<file path="config.mk">
export PLATFORM = sky130hd
export DESIGN_NAME = irq_loopback_queue
export DESIGN_NICKNAME = d
export VERILOG_FILES = /design/src/rtl/irq_loopback_pkg.sv /design/src/rtl/irq_loopback_fifo.sv /design/src/rtl/irq_loopback_queue.sv
export SDC_FILE = /design/constraint.sdc
export NUM_CORES = 1
export LEC_CHECK = 0
export ABC_CLOCK_PERIOD_IN_PS = 12870
export BUFFER_PORTS_ARGS = -buffer_cell sky130_fd_sc_hd__buf_2
export CORE_ASPECT_RATIO = 0.8
export CORE_MARGIN = 2
export CORE_UTILIZATION = 30
export CTS_BUF_LIST = sky130_fd_sc_hd__clkbuf_4 sky130_fd_sc_hd__clkbuf_8
export DETAILED_ROUTE_END_ITERATION = 10
export MAX_ROUTING_LAYER = met4
export PLACE_DENSITY_LB_ADDON = 0.3
export SYNTH_ARGS = -nofsm -noshare
export SYNTH_HDL_FRONTEND = slang
export SYNTH_SLANG_ARGS = --single-unit
</file>
<file path="constraint.sdc">
create_clock -name clk -period 12.87 [get_ports clk]
set_input_delay 2.574 -clock clk [delete_from_list [all_inputs] [get_ports clk]]
set_output_delay 2.574 -clock clk [all_outputs]
set_load 0.01 [all_outputs]
</file>
<file path="src/rtl/irq_loopback_pkg.sv">
// Purpose: shared types and default parameter values for the IRQ loopback queue.
// Contents: echo FSM state enum, default parameter constants.
package irq_loopback_pkg;

  // Per-channel echo sequencer states
  typedef enum logic [1:0] {
    ST_IDLE  = 2'd0,
    ST_READY = 2'd1,
    ST_GAP   = 2'd2
  } echo_state_e;

  localparam int unsigned DEF_CPU_NB         = 4;
  localparam int unsigned DEF_IRQ_W          = 32;
  localparam int unsigned DEF_TRANSACTION_NB = 1000;
  localparam int unsigned DEF_DEPTH          = 4;
  localparam int unsigned DEF_ECHO_GAP       = 0;

endpackage

</file>
<file path="src/rtl/irq_loopback_fifo.sv">
// Purpose: single-channel circular queue of IRQ vectors.
// Ports: clk, rst (async, active-high); push/wdata write the tail; pop advances
//        the head; head_c is the current head entry; level_c is the occupancy;
//        full/empty are derived from the pointers.
module irq_loopback_fifo #(
  parameter int unsigned DEPTH = 4,
  parameter int unsigned IRQ_W = 32
) (
  input  logic                       clk,
  input  logic                       rst,
  input  logic                       push,
  input  logic                       pop,
  input  logic [IRQ_W-1:0]           wdata,
  output logic [IRQ_W-1:0]           head_c,
  output logic [$clog2(DEPTH):0]     level_c,
  output logic                       full,
  output logic                       empty
);

  localparam int unsigned AW = $clog2(DEPTH);

  logic [IRQ_W-1:0] mem [DEPTH];
  logic [AW:0]      wptr;
  logic [AW:0]      rptr;

  // Extra pointer MSB tells a full queue from an empty one
  assign empty   = (wptr == rptr);
  assign full    = (wptr[AW] != rptr[AW]) && (wptr[AW-1:0] == rptr[AW-1:0]);
  assign level_c = wptr - rptr;
  assign head_c  = mem[rptr[AW-1:0]];

  // Pointer update
  always_ff @(posedge clk or posedge rst) begin
    if (rst) begin
      wptr <= '0;
      rptr <= '0;
    end else begin
      if (push) wptr <= wptr + (AW+1)'(1);
      if (pop)  rptr <= rptr + (AW+1)'(1);
    end
  end

  // Storage; head is read before the edge, so push+pop on a full queue is safe
  always_ff @(posedge clk) begin
    if (push) mem[wptr[AW-1:0]] <= wdata;
  end

endmodule

</file>
<file path="src/rtl/irq_loopback_queue.sv">
// Purpose: per-channel IRQ change detector that queues each change and echoes
//          it back, with optional idle gap between echoes.
// Ports: clk, rst (async, active-high); i_irq[CPU_NB] incoming vectors;
//        o_irq[CPU_NB] echoed vectors; o_finish per-channel done;
//        o_overflow per-channel sticky drop; o_all_finish = AND of o_finish.
module irq_loopback_queue
  import irq_loopback_pkg::*;
#(
  parameter int unsigned CPU_NB         = DEF_CPU_NB,
  parameter int unsigned IRQ_W          = DEF_IRQ_W,
  parameter int unsigned TRANSACTION_NB = DEF_TRANSACTION_NB,
  parameter int unsigned DEPTH          = DEF_DEPTH,
  parameter int unsigned ECHO_GAP       = DEF_ECHO_GAP
) (
  input  logic              clk,
  input  logic              rst,
  input  logic [IRQ_W-1:0]  i_irq [CPU_NB],
  output logic [IRQ_W-1:0]  o_irq [CPU_NB],
  output logic [CPU_NB-1:0] o_finish,
  output logic [CPU_NB-1:0] o_overflow,
  output logic              o_all_finish
);

  localparam int unsigned CW = $clog2(TRANSACTION_NB + 1);
  localparam int unsigned AW = $clog2(DEPTH);
  localparam int unsigned GW = (ECHO_GAP > 1) ? $clog2(ECHO_GAP) : 1;

  assign o_all_finish = &o_finish;

  for (genvar c = 0; c < CPU_NB; c++) begin : g_ch
    logic [IRQ_W-1:0] prev;
    logic [IRQ_W-1:0] head;
    logic [IRQ_W-1:0] echo;
    logic [CW-1:0]    rcv;
    logic [AW:0]      level;
    logic [GW-1:0]    gap_cnt;
    logic             full;
    logic             empty;
    logic             accept;
    logic             push;
    logic             pop;
    logic             remain;
    logic             done;
    logic             dropped;
    echo_state_e      state;

    // A change is accepted until the receive budget is spent
    assign accept = (i_irq[c] != prev) && (rcv < CW'(TRANSACTION_NB));
    assign pop    = (state == ST_READY);
    assign push   = accept && (!full || pop);
    // Occupancy after this edge, including a same-edge push
    assign remain = (level + (AW+1)'(push) - (AW+1)'(pop)) != '0;

    irq_loopback_fifo #(
      .DEPTH (DEPTH),
      .IRQ_W (IRQ_W)
    ) u_fifo (
      .clk     (clk),
      .rst     (rst),
      .push    (push),
      .pop     (pop),
      .wdata   (i_irq[c]),
      .head_c  (head),
      .level_c (level),
      .full    (full),
      .empty   (empty)
    );

    // Change detection, accounting and echo sequencing
    always_ff @(posedge clk or posedge rst) begin
      if (rst) begin
        prev    <= '0;
        rcv     <= '0;
        echo    <= '0;
        done    <= 1'b0;
        dropped <= 1'b0;
        gap_cnt <= '0;
        state   <= ST_IDLE;
      end else begin
        prev <= i_irq[c];
        if (accept)         rcv     <= rcv + CW'(1);
        if (accept && !push) dropped <= 1'b1;
        if ((rcv == CW'(TRANSACTION_NB)) && empty && (state != ST_READY)) done <= 1'b1;

        case (state)
          ST_IDLE: begin
            if (remain) state <= ST_READY;
          end
          ST_READY: begin
            echo <= head;
            if (ECHO_GAP != 0) begin
              state   <= ST_GAP;
              gap_cnt <= '0;
            end else if (!remain) begin
              state <= ST_IDLE;
            end
          end
          ST_GAP: begin
            if (gap_cnt == GW'(ECHO_GAP - 1)) begin
              state <= remain ? ST_READY : ST_IDLE;
            end else begin
              gap_cnt <= gap_cnt + GW'(1);
            end
          end
          default: state <= ST_IDLE;
        endcase
      end
    end

    assign o_irq[c]      = echo;
    assign o_finish[c]   = done;
    assign o_overflow[c] = dropped;
  end

endmodule

</file>
==> results.md, run 1 <==
Place
- **Cell Count Post-Placement** 3259
- **DP Area** 34940 um2
- **RD Place Congestion** 0.7507
- **Post-Place Setup Slack** 6.320 ns
- **post-DP HPWL** 41250 um
- **count of buffers from port buffering** 266

Clock tree
- **number of CTS-inserted buffers** 141
- **H-tree levels** 4
- **Num Clock Sinks** 844
- **clock tree buffer depth** 3
- **worst skew pair latency** 0.84 ns
- **clock-pin slew reported for the worst setup and hold paths after clock tree synthesis** 0.06 ns
- **post-CTS setup buffer count** 0
- **Root Buffer** sky130_fd_sc_hd__clkbuf_8
- **hold buffers post-CTS** 0
- **# resized after CTS** 0
- **TritonCTS clock tree** done

Power and ir drop
- **total power after layout** 6.386 mW
- **maximum VDD drop** 86.98 uV
- **clock share of power** 0.378
- **Int Power** 4.752 mW
- **combinational share of power** 0.133
- **switch share** 0.2559
- **static leakage** 14.25 nW
- **net switching power figure** 1.634 mW
- **Flop pwr share** 0.488
- **power density over the cells** 168.7 nW/um2

Worst setup path
- **sequence of cells on the critical path** buf_2, xor2_1, nor4_1, nand4_1, o21ai_1, nor2_1, fa_1, inv_1, fa_1, inv_1, ha_1, xnor2_1, xnor2_1, or3_1
- **Setup crit start** i_irq[95]
- **critical path depth in cells** 14
- **startpoint of the worst-slack reg-to-reg timing path** g_ch[1].prev[31]
- **slowest cell delay on critical path** 0.79 ns
- **Setup crit end** g_ch[1].state[0]
- **Critical Path AT** 6.47 ns
- **Max FO, Critical Path** 12
- **cell class contributing the biggest share of worst-path delay** simple AND/OR/NAND/NOR gates
- **Worst Path Buf+Inv** 3
- **Critical-path top delay cell** sky130_fd_sc_hd__o21ai_1
- **Req. time, crit path** 13.55 ns
- **reg-to-reg critical path endpoint** g_ch[1].state[0]
- **flop2flop setup slack** 8.56 ns
- **type of origin of the critical path** primary input
- **critical path capture point type** flip-flop
- **Worst Setup Path Type** in2reg
- **logic depth of the worst register-to-register path** 13

Timing
- **slew at the pin closest to its max-slew limit** 1.097 ns
- **count of final max-slew check failures** 0
- **relative slew slack** 0.2686
- **maximum clock rate** 172.5 MHz
- **post-layout minimum cycle time** 5.797 ns
- **Final WS setup** 7.073 ns
- **final clock period utilization by the worst path** 0.4504
- **count of final hold-check violations** 0
- **final hold slack** 0.4544 ns
- **Sum Neg Setup Slack** 0 ns
- **number of setup violations in the final report** 0
- **unrepaired setup endpoints after global routing** no
- **setup clock skew after layout** 0.04999 ns

Layout
- **Final Cell Area** 37850 um2
- **final core utilization** 0.3570
- **Final Non-Filler Cells** 3533
- **Area growth syn-to-layout** 18.50%
- **most frequent cells in the layout** sky130_fd_sc_hd__edfxtp_1 (512), sky130_fd_sc_hd__dfrtp_1 (327), sky130_fd_sc_hd__buf_2 (266)
- **most common cell after layout, fill and taps aside** sky130_fd_sc_hd__edfxtp_1
- **count of nets after finishing** 2159
- **fraction of layout cells with a size suffix above 1** 0.3882
- **filler cell count in the final layout** 9974

Logic synthesis
- **Synth cell types** 43
- **Post-Syn Area** 31940 um2
- **flop and latch count out of synthesis** 844
- **proportion of synthesized flip-flops having asynchronous set or reset** 0.3934
- **instance count of the mapped netlist** 1611
- **nets in the synthesized netlist** 1785
- **portion of the post-synthesis area used by sequential elements** 0.7414
- **number of synthesized flops with an enable pin** 512
- **mean instance size in the synthesized netlist** 19.83 um2
- **Yosys warning count** 0
- **predominant post-synthesis flop cell** sky130_fd_sc_hd__edfxtp_1

Route
- **wire length on met3** 4458 um
- **DR WL met2** 32930 um
- **final WL** 69810 um
- **number of vias after detailed routing** 15550
- **met1 layer wirelength in the final routing** 30770 um
- **post-detailed-route DRC marker count** 0
- **drt first-iter violations** 906
- **drt pass-1 iters** 6
- **antenna viol nets, final** 0
- **routed len/inst** 19.76 um
- **highest metal used** met4
- **detailed-route vias per instance** 4.402

Hold path
- **worst hold-check path type** reg2reg

Floorplanning
- **vertical die dimension** 295.9 um
- **row count** 107
- **standard cell core area** 106000 um2
- **initial standard-cell utilization of the core** 0.3012
- **die area** 109100 um2
- **chip width** 368.8 um
- **Ports** 267

GRT
- **global-route wire length before repair** 106000 um
- **largest net degree at the start of global routing** 105
- **initial antenna violation count** 15
- **via count of the first global-routing pass** 16980
- **grt total ovfl** 0
- **Overall Global Routing Usage** 0.1336

Flow run
- **number of violations of the max-capacitance limit** 0

Outcome
- **outcome** completed

## worst min path at each step
stage | startpoint | endpoint | slack, ns | depth (start not counted)
2_1_floorplan | g_ch[3].rcv[9] | g_ch[3].rcv[9] | 0.43 | 1
3_3_place_gp | g_ch[3].dropped | g_ch[3].dropped | 0.44 | 1
3_5_place_dp | g_ch[3].dropped | g_ch[3].dropped | 0.44 | 1
4_1_cts | g_ch[3].dropped | g_ch[3].dropped | 0.46 | 1
5_1_grt | g_ch[3].dropped | g_ch[3].dropped | 0.47 | 1
6_report | g_ch[3].dropped | g_ch[3].dropped | 0.45 | 1
## routing by layer
metal / vias to the layer above / global-route usage
li1: 6950 / -
met1: 8145 / 0.1663
met2: 315 / 0.2026
met3: 141 / 0.04586
met4: 0 / 0.04798
met5: - / -
## final cells by class
type	count	area [um2]	share of cell area
Multi-Input combinational cell	669	7801	0.2061
Inverter	35	138.9	0.003669
Timing Repair Buffer	294	1541	0.04073
Sequential cell	844	23690	0.6259
Clock buffer	203	2481	0.06555
Clock inverter	57	390.4	0.01031
Tap cell	1417	1773	0.04684
Antenna cell	14	35.03	0.0009256
## cells in the mapped netlist, types with 3 or more instances
master | number | area (um2)
sky130_fd_sc_hd__dfrtp_1 | 332 | 8308
sky130_fd_sc_hd__buf_1 | 5 | 18.77
sky130_fd_sc_hd__and4_1 | 3 | 26.28
sky130_fd_sc_hd__and3_1 | 10 | 62.56
sky130_fd_sc_hd__a21o_1 | 3 | 22.52
sky130_fd_sc_hd__nor3_1 | 5 | 25.02
sky130_fd_sc_hd__o21a_1 | 3 | 22.52
sky130_fd_sc_hd__buf_6 | 5 | 56.30
sky130_fd_sc_hd__xor2_1 | 59 | 516.8
sky130_fd_sc_hd__xnor2_1 | 137 | 1200
sky130_fd_sc_hd__nor4_2 | 3 | 37.54
sky130_fd_sc_hd__nand4_1 | 38 | 237.7
sky130_fd_sc_hd__ha_1 | 36 | 450.4
sky130_fd_sc_hd__inv_1 | 35 | 131.4
sky130_fd_sc_hd__fa_1 | 8 | 160.2
sky130_fd_sc_hd__nand2_1 | 19 | 71.32
sky130_fd_sc_hd__mux4_2 | 128 | 2883
sky130_fd_sc_hd__nor4_1 | 15 | 93.84
sky130_fd_sc_hd__edfxtp_1 | 512 | 15370
sky130_fd_sc_hd__buf_4 | 10 | 75.07
sky130_fd_sc_hd__nor2_1 | 10 | 37.54
sky130_fd_sc_hd__clkbuf_1 | 24 | 90.09
sky130_fd_sc_hd__and2_1 | 16 | 100.1
sky130_fd_sc_hd__a41o_1 | 5 | 50.05
sky130_fd_sc_hd__mux2_2 | 134 | 1509
sky130_fd_sc_hd__buf_2 | 19 | 95.09
sky130_fd_sc_hd__mux2_4 | 3 | 45.04
sky130_fd_sc_hd__nand3_1 | 7 | 35.03
sky130_fd_sc_hd__or3_1 | 4 | 25.02
sky130_fd_sc_hd__o21ai_0 | 4 | 20.02
## state kept, by name, indices dropped and copies added (netlist names)
| signal | count |
|---|---|
| g_ch.done | 4 |
| g_ch.state | 4 |
| g_ch.u_fifo.mem | 512 |
| g_ch.echo | 128 |
| g_ch.u_fifo.rptr | 12 |
| g_ch.rcv | 40 |
| g_ch.u_fifo.wptr | 12 |
| g_ch.dropped | 4 |
| g_ch.prev | 128 |
## cells by family after synthesis
family,synth area share
compound gates,0.005484
xor+xnor,0.05374
fa+ha+maj,0.01912
buf+inv,0.01461
flops,0.7414
mux,0.1389
simple gates,0.02672
## power by group through the flow
| stage | Combinational, mW | Clock (mW) | Sequential, mW |
|---|---|---|---|
| after floorplan | 0.501 | 0 | 3.21 |
| after global placement | 0.862 | 0 | 3.17 |
| after detailed placement | 0.872 | 0 | 3.17 |
| after CTS | 0.876 | 2.51 | 3.12 |
| after global routing | 0.931 | 2.63 | 3.14 |
| final | 0.852 | 2.42 | 3.12 |
(Power assumes the default switching activity.)
==> run 2: changes to the inputs <==
--- a/config.mk
+++ b/config.mk
@@ -5,7 +5,7 @@
 export SDC_FILE = /design/constraint.sdc
 export NUM_CORES = 1
 export LEC_CHECK = 0
-export ABC_CLOCK_PERIOD_IN_PS = 12870
+export ABC_CLOCK_PERIOD_IN_PS = 5500
 export BUFFER_PORTS_ARGS = -buffer_cell sky130_fd_sc_hd__buf_2
 export CORE_ASPECT_RATIO = 0.8
 export CORE_MARGIN = 2
==> constraint.sdc (replaced) <==
create_clock -name clk -period 5.5 [get_ports clk]
set_input_delay 1.1 -clock clk [delete_from_list [all_inputs] [get_ports clk]]
set_output_delay 1.1 -clock clk [all_outputs]
set_load 0.01 [all_outputs]
==> run 2 against run 1 <==
  * Global-route usage increased by 0.082 points
  * Register-to-register slack got worse by 6.8 ns
  * Setup slack got worse by 5.4 ns
  * Routed wire length about the same
  * Sequential share of layout area decreased by 0.23 points
  * Clock power increased by 140%
  * Non-clock buffer count increased by 3
  * Final area increased by 0.37%
  * Combinational power increased by 130%
  * Final cell count increased by 0.14%
  * Count of clock-buffer cells in the layout increased by 12
  * Largest power group unchanged
==> results.md, run 2 (same netlist as run 1, synthesis figures left out) <==
Power and ir drop
- **Int Power** 11.28 mW
- **maximum VDD drop** 221.5 uV
- **combinational share of power** 0.132
- **switch share** 0.2514
- **clock share of power** 0.384
- **total power after layout** 15.07 mW
- **net switching power figure** 3.789 mW
- **static leakage** 14.31 nW
- **Flop pwr share** 0.485
- **power density over the cells** 396.7 nW/um2

Route
- **antenna viol nets, final** 0
- **highest metal used** met4
- **drt pass-1 iters** 4
- **post-detailed-route DRC marker count** 0
- **routed len/inst** 19.72 um
- **met1 layer wirelength in the final routing** 30500 um
- **final WL** 69760 um
- **drt first-iter violations** 948
- **number of vias after detailed routing** 15650
- **detailed-route vias per instance** 4.423
- **wire length on met3** 4575 um
- **DR WL met2** 32980 um

Worst setup path
- **slowest cell delay on critical path** 0.64 ns
- **reg-to-reg critical path endpoint** g_ch[1].state[0]
- **critical path capture point type** flip-flop
- **Critical-path top delay cell** sky130_fd_sc_hd__nor4_1
- **type of origin of the critical path** primary input
- **startpoint of the worst-slack reg-to-reg timing path** g_ch[1].prev[27]
- **Max FO, Critical Path** 12
- **Worst Path Buf+Inv** 4
- **Critical Path AT** 4.47 ns
- **Worst Setup Path Type** in2reg
- **Req. time, crit path** 6.18 ns
- **logic depth of the worst register-to-register path** 14
- **sequence of cells on the critical path** buf_2, xor2_1, nor4_1, nand4_1, o21ai_1, buf_4, nor2_1, fa_1, inv_1, fa_1, inv_1, ha_1, xnor2_1, xnor2_1, or3_1
- **cell class contributing the biggest share of worst-path delay** simple AND/OR/NAND/NOR gates
- **flop2flop setup slack** 1.74 ns

Timing
- **relative slew slack** 0.3105
- **final clock period utilization by the worst path** 0.6904
- **post-layout minimum cycle time** 3.797 ns
- **maximum clock rate** 263.4 MHz
- **Sum Neg Setup Slack** 0 ns
- **final hold slack** 0.3837 ns
- **slew at the pin closest to its max-slew limit** 1.034 ns
- **count of final max-slew check failures** 0
- **count of final hold-check violations** 0
- **unrepaired setup endpoints after global routing** no
- **Final WS setup** 1.703 ns
- **setup clock skew after layout** 0.03382 ns
- **number of setup violations in the final report** 0

Layout
- **Area growth syn-to-layout** 18.94%
- **combined area of the multi-input logic cells** 7801 um2
- **max FFs per register** 512
- **area of all sequential standard cells** 23690 um2
- **fraction of layout cells with a size suffix above 1** 0.3940
- **filler cell count in the final layout** 10020
- **most frequent cells in the layout** sky130_fd_sc_hd__edfxtp_1 (512), sky130_fd_sc_hd__dfrtp_1 (327), sky130_fd_sc_hd__buf_2 (266)
- **Final Cell Area** 37990 um2
- **most common cell after layout, fill and taps aside** sky130_fd_sc_hd__edfxtp_1
- **count of nets after finishing** 2161

Clock tree
- **TritonCTS clock tree** done
- **Root Buffer** sky130_fd_sc_hd__clkbuf_8
- **clock tree buffer depth** 3
- **number of CTS-inserted buffers** 140
- **# resized after CTS** 0
- **clock-pin slew reported for the worst setup and hold paths after clock tree synthesis** 0.06 ns
- **worst skew pair latency** 0.83 ns
- **Num Clock Sinks** 844
- **post-CTS setup buffer count** 0
- **H-tree levels** 4
- **hold buffers post-CTS** 0

Floorplanning
- **row count** 107
- **initial standard-cell utilization of the core** 0.3012
- **standard cell core area** 106000 um2
- **die area** 109100 um2
- **chip width** 368.8 um
- **vertical die dimension** 295.9 um
- **Ports** 267

Place
- **RD Place Congestion** 0.7346
- **count of buffers from port buffering** 266
- **DP Area** 34990 um2
- **post-DP HPWL** 41500 um
- **Post-Place Setup Slack** 0.8871 ns

GRT
- **initial antenna violation count** 18
- **via count of the first global-routing pass** 17150
- **global-route wire length before repair** 106500 um
- **grt total ovfl** 0
- **largest net degree at the start of global routing** 131
- **Overall Global Routing Usage** 0.1345

Outcome
- **outcome** completed

Flow run
- **number of violations of the max-capacitance limit** 0

Hold path
- **worst hold-check path type** in2async

run 2: changes by cell type in the layout (fill, tap and decap cells not counted), moves of 2 or more:
cell / before / now
sky130_fd_sc_hd__buf_12: 0 / 2
sky130_fd_sc_hd__bufinv_16: 2 / 4
sky130_fd_sc_hd__clkbuf_4: 50 / 64
sky130_fd_sc_hd__clkbuf_8: 153 / 151
sky130_fd_sc_hd__clkinv_1: 22 / 11
sky130_fd_sc_hd__clkinv_2: 18 / 11
sky130_fd_sc_hd__clkinv_4: 0 / 2
sky130_fd_sc_hd__clkinvlp_4: 5 / 7
sky130_fd_sc_hd__diode_2: 14 / 17
sky130_fd_sc_hd__inv_8: 5 / 2
run 2: layout make-up:
type                    instances  area share
diodes                         17    0.001120
clock buffers                 215     0.06735
clock inverters                44     0.01057
inverters                      35    0.003557
multi-input cells             669      0.2053
flip-flops and latches        844      0.6236
well taps                    1417     0.04667
repair buffers                297     0.04183
run 2: power by group through the flow:
stage                     Sequential [mW]  Combinational [mW]  Clock, mW
after floorplan                      7.51                1.17          0
after global placement               7.42                2.01          0
after detailed placement             7.43                2.04          0
after CTS                            7.31                2.05       6.00
after global routing                 7.34                2.17       6.28
final                                7.30                1.99       5.78
run 2: per-stage QoR:
stage               utilization  cells
floorplan                     -   1611
global placement         0.3300   3262
detailed placement       0.3300   3262
CTS                      0.3579   3521
global route             0.3583   3538
finish                   0.3583   3538
run 2: worst reg2reg max path, stage by stage (launching register included):
cell and delay, ns:
sky130_fd_sc_hd__dfrtp_1 0.38, sky130_fd_sc_hd__xor2_1 0.16, sky130_fd_sc_hd__nor4_1 0.65, sky130_fd_sc_hd__nand4_1 0.17
sky130_fd_sc_hd__o21ai_1 0.23, sky130_fd_sc_hd__buf_4 0.23, sky130_fd_sc_hd__nor2_1 0.15, sky130_fd_sc_hd__fa_1 0.43
sky130_fd_sc_hd__inv_1 0.09, sky130_fd_sc_hd__fa_1 0.40, sky130_fd_sc_hd__inv_1 0.07, sky130_fd_sc_hd__ha_1 0.15
sky130_fd_sc_hd__xnor2_1 0.13, sky130_fd_sc_hd__xnor2_1 0.08, sky130_fd_sc_hd__or3_1 0.31
run 2: how the worst max path moves through the flow:
stage	from	end	slack [ns]	cells past startpoint
after floorplan	rst	g_ch[0].done	-0.03	1
after global placement	i_irq[75]	g_ch[1].state[0]	0.75	15
after detailed placement	i_irq[91]	g_ch[1].state[0]	0.89	15
after CTS	g_ch[1].prev[27]	g_ch[1].state[0]	1.75	14
after global routing	g_ch[1].prev[3]	g_ch[1].state[0]	1.57	14
final	i_irq[90]	g_ch[1].state[0]	1.70	15
run 2: layer usage:
metal / global-route usage / vias up
met5: - / -
met1: 0.1663 / 8233
met2: 0.2037 / 356
met3: 0.04521 / 127
met4: 0.05266 / 0
li1: - / 6931
==> run 3: changes to the inputs <==
--- a/config.mk
+++ b/config.mk
@@ -5,7 +5,7 @@
 export SDC_FILE = /design/constraint.sdc
 export NUM_CORES = 1
 export LEC_CHECK = 0
-export ABC_CLOCK_PERIOD_IN_PS = 5500
+export ABC_CLOCK_PERIOD_IN_PS = 3100
 export BUFFER_PORTS_ARGS = -buffer_cell sky130_fd_sc_hd__buf_2
 export CORE_ASPECT_RATIO = 0.8
 export CORE_MARGIN = 2
==> constraint.sdc (replaced) <==
create_clock -name clk -period 3.1 [get_ports clk]
set_input_delay 0.62 -clock clk [delete_from_list [all_inputs] [get_ports clk]]
set_output_delay 0.62 -clock clk [all_outputs]
set_load 0.01 [all_outputs]
==> run 3 against run 2 <==
  * The run now ends with negative setup slack left
  * Die area stayed put
  * Combinational power grew 95%
  * Utilization up 2.9 points
  * Critical path depth unchanged
  * Sequential cell count unchanged
  * Final cell count is 7.5% higher
  * Sequential power grew 78%
  * Total power grew 78%
  * Critical path type unchanged
  * Largest power group unchanged
==> results.md, run 3 (same netlist as run 1, synthesis figures left out) <==
Route
- **antenna viol nets, final** 0
- **DR WL met2** 34780 um
- **final WL** 72130 um
- **post-detailed-route DRC marker count** 0
- **drt pass-1 iters** 7
- **number of vias after detailed routing** 16590
- **drt first-iter violations** 855
- **highest metal used** met4
- **routed len/inst** 18.97 um
- **met1 layer wirelength in the final routing** 32180 um
- **wire length on met3** 3756 um
- **detailed-route vias per instance** 4.362

Timing
- **slew at the pin closest to its max-slew limit** 0.9462 ns
- **unrepaired setup endpoints after global routing** yes
- **Final WS setup** -0.1580 ns
- **number of setup violations in the final report** 4
- **count of final max-slew check failures** 0
- **relative slew slack** 0.3679
- **setup clock skew after layout** 0.03751 ns
- **count of final hold-check violations** 0
- **final clock period utilization by the worst path** 1.051
- **post-layout minimum cycle time** 3.258 ns
- **maximum clock rate** 306.9 MHz

Layout
- **most common cell after layout, fill and taps aside** sky130_fd_sc_hd__edfxtp_1
- **count of nets after finishing** 2443
- **Final Cell Area** 41050 um2
- **most frequent cells in the layout** sky130_fd_sc_hd__edfxtp_1 (512), sky130_fd_sc_hd__dfrtp_1 (327), sky130_fd_sc_hd__buf_2 (264)
- **filler cell count in the final layout** 9819
- **Area growth syn-to-layout** 28.51%
- **fraction of layout cells with a size suffix above 1** 0.4318
- **max FFs per register** 512
- **Final Non-Filler Cells** 3803

Clock tree
- **TritonCTS clock tree** done
- **worst skew pair latency** 0.84 ns
- **clock tree buffer depth** 3
- **number of CTS-inserted buffers** 138
- **Root Buffer** sky130_fd_sc_hd__clkbuf_8
- **Num Clock Sinks** 844
- **clock-pin slew reported for the worst setup and hold paths after clock tree synthesis** 0.06 ns
- **H-tree levels** 4

Floorplanning
- **chip width** 368.8 um
- **row count** 107
- **Ports** 267
- **initial standard-cell utilization of the core** 0.3012
- **vertical die dimension** 295.9 um
- **standard cell core area** 106000 um2
- **die area** 109100 um2

Place
- **post-DP HPWL** 43150 um
- **Cell Count Post-Placement** 3407
- **RD Place Congestion** 0.7336
- **count of buffers from port buffering** 266
- **DP Area** 36570 um2

Worst setup path
- **logic depth of the worst register-to-register path** 13
- **critical path capture point type** flip-flop
- **Critical Path AT** 3.96 ns
- **Worst Setup Path Type** in2reg
- **flop2flop setup slack** -0.07 ns
- **type of origin of the critical path** primary input
- **Req. time, crit path** 3.80 ns
- **startpoint of the worst-slack reg-to-reg timing path** g_ch[2].prev[4]
- **reg-to-reg critical path endpoint** g_ch[2].state[0]
- **Max FO, Critical Path** 2

Flow run
- **number of violations of the max-capacitance limit** 0

Power and ir drop
- **static leakage** 15.84 nW
- **maximum VDD drop** 376.2 uV
- **power density over the cells** 652.8 nW/um2

Hold path
- **Worst Hold Path EP** g_ch[3].u_fifo.mem[3][1]
- **cell count of the worst hold path** 1
- **min-delay src** i_irq[1]
- **worst hold-check path type** in2reg

GRT
- **Overall Global Routing Usage** 0.1377
- **largest net degree at the start of global routing** 64
- **via count of the first global-routing pass** 18090
- **initial antenna violation count** 4
- **global-route wire length before repair** 109400 um
- **grt total ovfl** 0

Outcome
- **failing checks** negative setup slack
- **outcome** finished, violations left

[run 3: changes by cell type in the layout (fill, tap and decap cells not counted), moves of 13 or more]
cell / previous run / this run
sky130_fd_sc_hd__buf_12: 2 / 22
sky130_fd_sc_hd__diode_2: 17 / 3
sky130_fd_sc_hd__xnor2_1: 137 / 100
sky130_fd_sc_hd__xnor2_2: 0 / 35
sky130_fd_sc_hd__clkbuf_4: 64 / 47
sky130_fd_sc_hd__clkinv_1: 11 / 24
sky130_fd_sc_hd__dlygate4sd3_1: 0 / 129
sky130_fd_sc_hd__buf_4: 29 / 163
[run 3: final cells by class]
type                    count  area, um2  share of cell area
diodes                      3      7.507           0.0001829
clock buffers             201       2472             0.06023
clock inverters            53      376.6            0.009175
inverters                  35      135.1            0.003292
multi-input cells         669       8257              0.2011
flip-flops and latches    844      23690              0.5771
well taps                1417       1773             0.04319
repair buffers            581       4339              0.1057
[run 3: routing by layer]
metal | vias to the layer above | GRT usage
met2 | 333 | 0.2137
met1 | 8655 | 0.1729
met5 | - | -
met4 | 0 | 0.04908
met3 | 120 | 0.03882
li1 | 7481 | -
[run 3: repair_timing]
action,CTS,global route
endpoints found under the setup margin,4,36
buffers inserted,10,0
pin swaps,33,19
gates resized for setup,16,18
hold buffers,130,0
endpoints found under the hold margin,245,0
gates cloned,0,2
[run 3: per-stage QoR]
step	hold WS (ns)	power [mW]	setup TNS, ns	setup WS, ns	utilization
finish	0.1305	26.80	-0.3814	-0.1580	0.3871
global placement	0.4449	16.91	-2.333	-0.7616	0.3449
detailed placement	0.4513	17.00	-2.457	-0.7711	0.3449
CTS	0.01155	27.26	-0.3029	-0.08913	0.3857
global route	0.05978	28.06	-0.8715	-0.2559	0.3871
floorplan	0.4289	15.45	-649.12	-1.955	-
[run 3: worst max-delay path, cell delays in order]
cell                            delay [ns]
sky130_fd_sc_hd__dlygate4sd3_1        0.55
sky130_fd_sc_hd__buf_4                0.16
sky130_fd_sc_hd__xnor2_4              0.20
sky130_fd_sc_hd__nand4_1              0.23
sky130_fd_sc_hd__nor4_4               0.38
sky130_fd_sc_hd__a21oi_2              0.10
sky130_fd_sc_hd__and2b_4              0.18
sky130_fd_sc_hd__fa_2                 0.33
sky130_fd_sc_hd__inv_2                0.06
sky130_fd_sc_hd__fa_1                 0.42
sky130_fd_sc_hd__inv_2                0.08
sky130_fd_sc_hd__ha_4                 0.13
sky130_fd_sc_hd__xor2_2               0.14
sky130_fd_sc_hd__xnor2_1              0.07
sky130_fd_sc_hd__or3_1                0.30
[run 3: worst max path at each step]
stage / start / to / slack [ns] / cells after the start
3_5_place_dp: i_irq[95] / g_ch[1].state[0] / -0.77 / 15
5_1_grt: i_irq[107] / g_ch[0].state[0] / -0.26 / 15
2_1_floorplan: rst / g_ch[0].done / -1.95 / 1
4_1_cts: g_ch[3].prev[24] / g_ch[3].state[0] / -0.09 / 14
6_report: i_irq[107] / g_ch[0].state[0] / -0.16 / 15
3_3_place_gp: i_irq[95] / g_ch[1].state[0] / -0.76 / 15
[run 3: where the power goes]
part           internal (mW)  switching [mW]  total, mW
combinational           2.02            1.87       3.89
sequential              12.6           0.356       13.0
clock                   5.42            4.52       9.94
total                   20.1            6.74       26.8
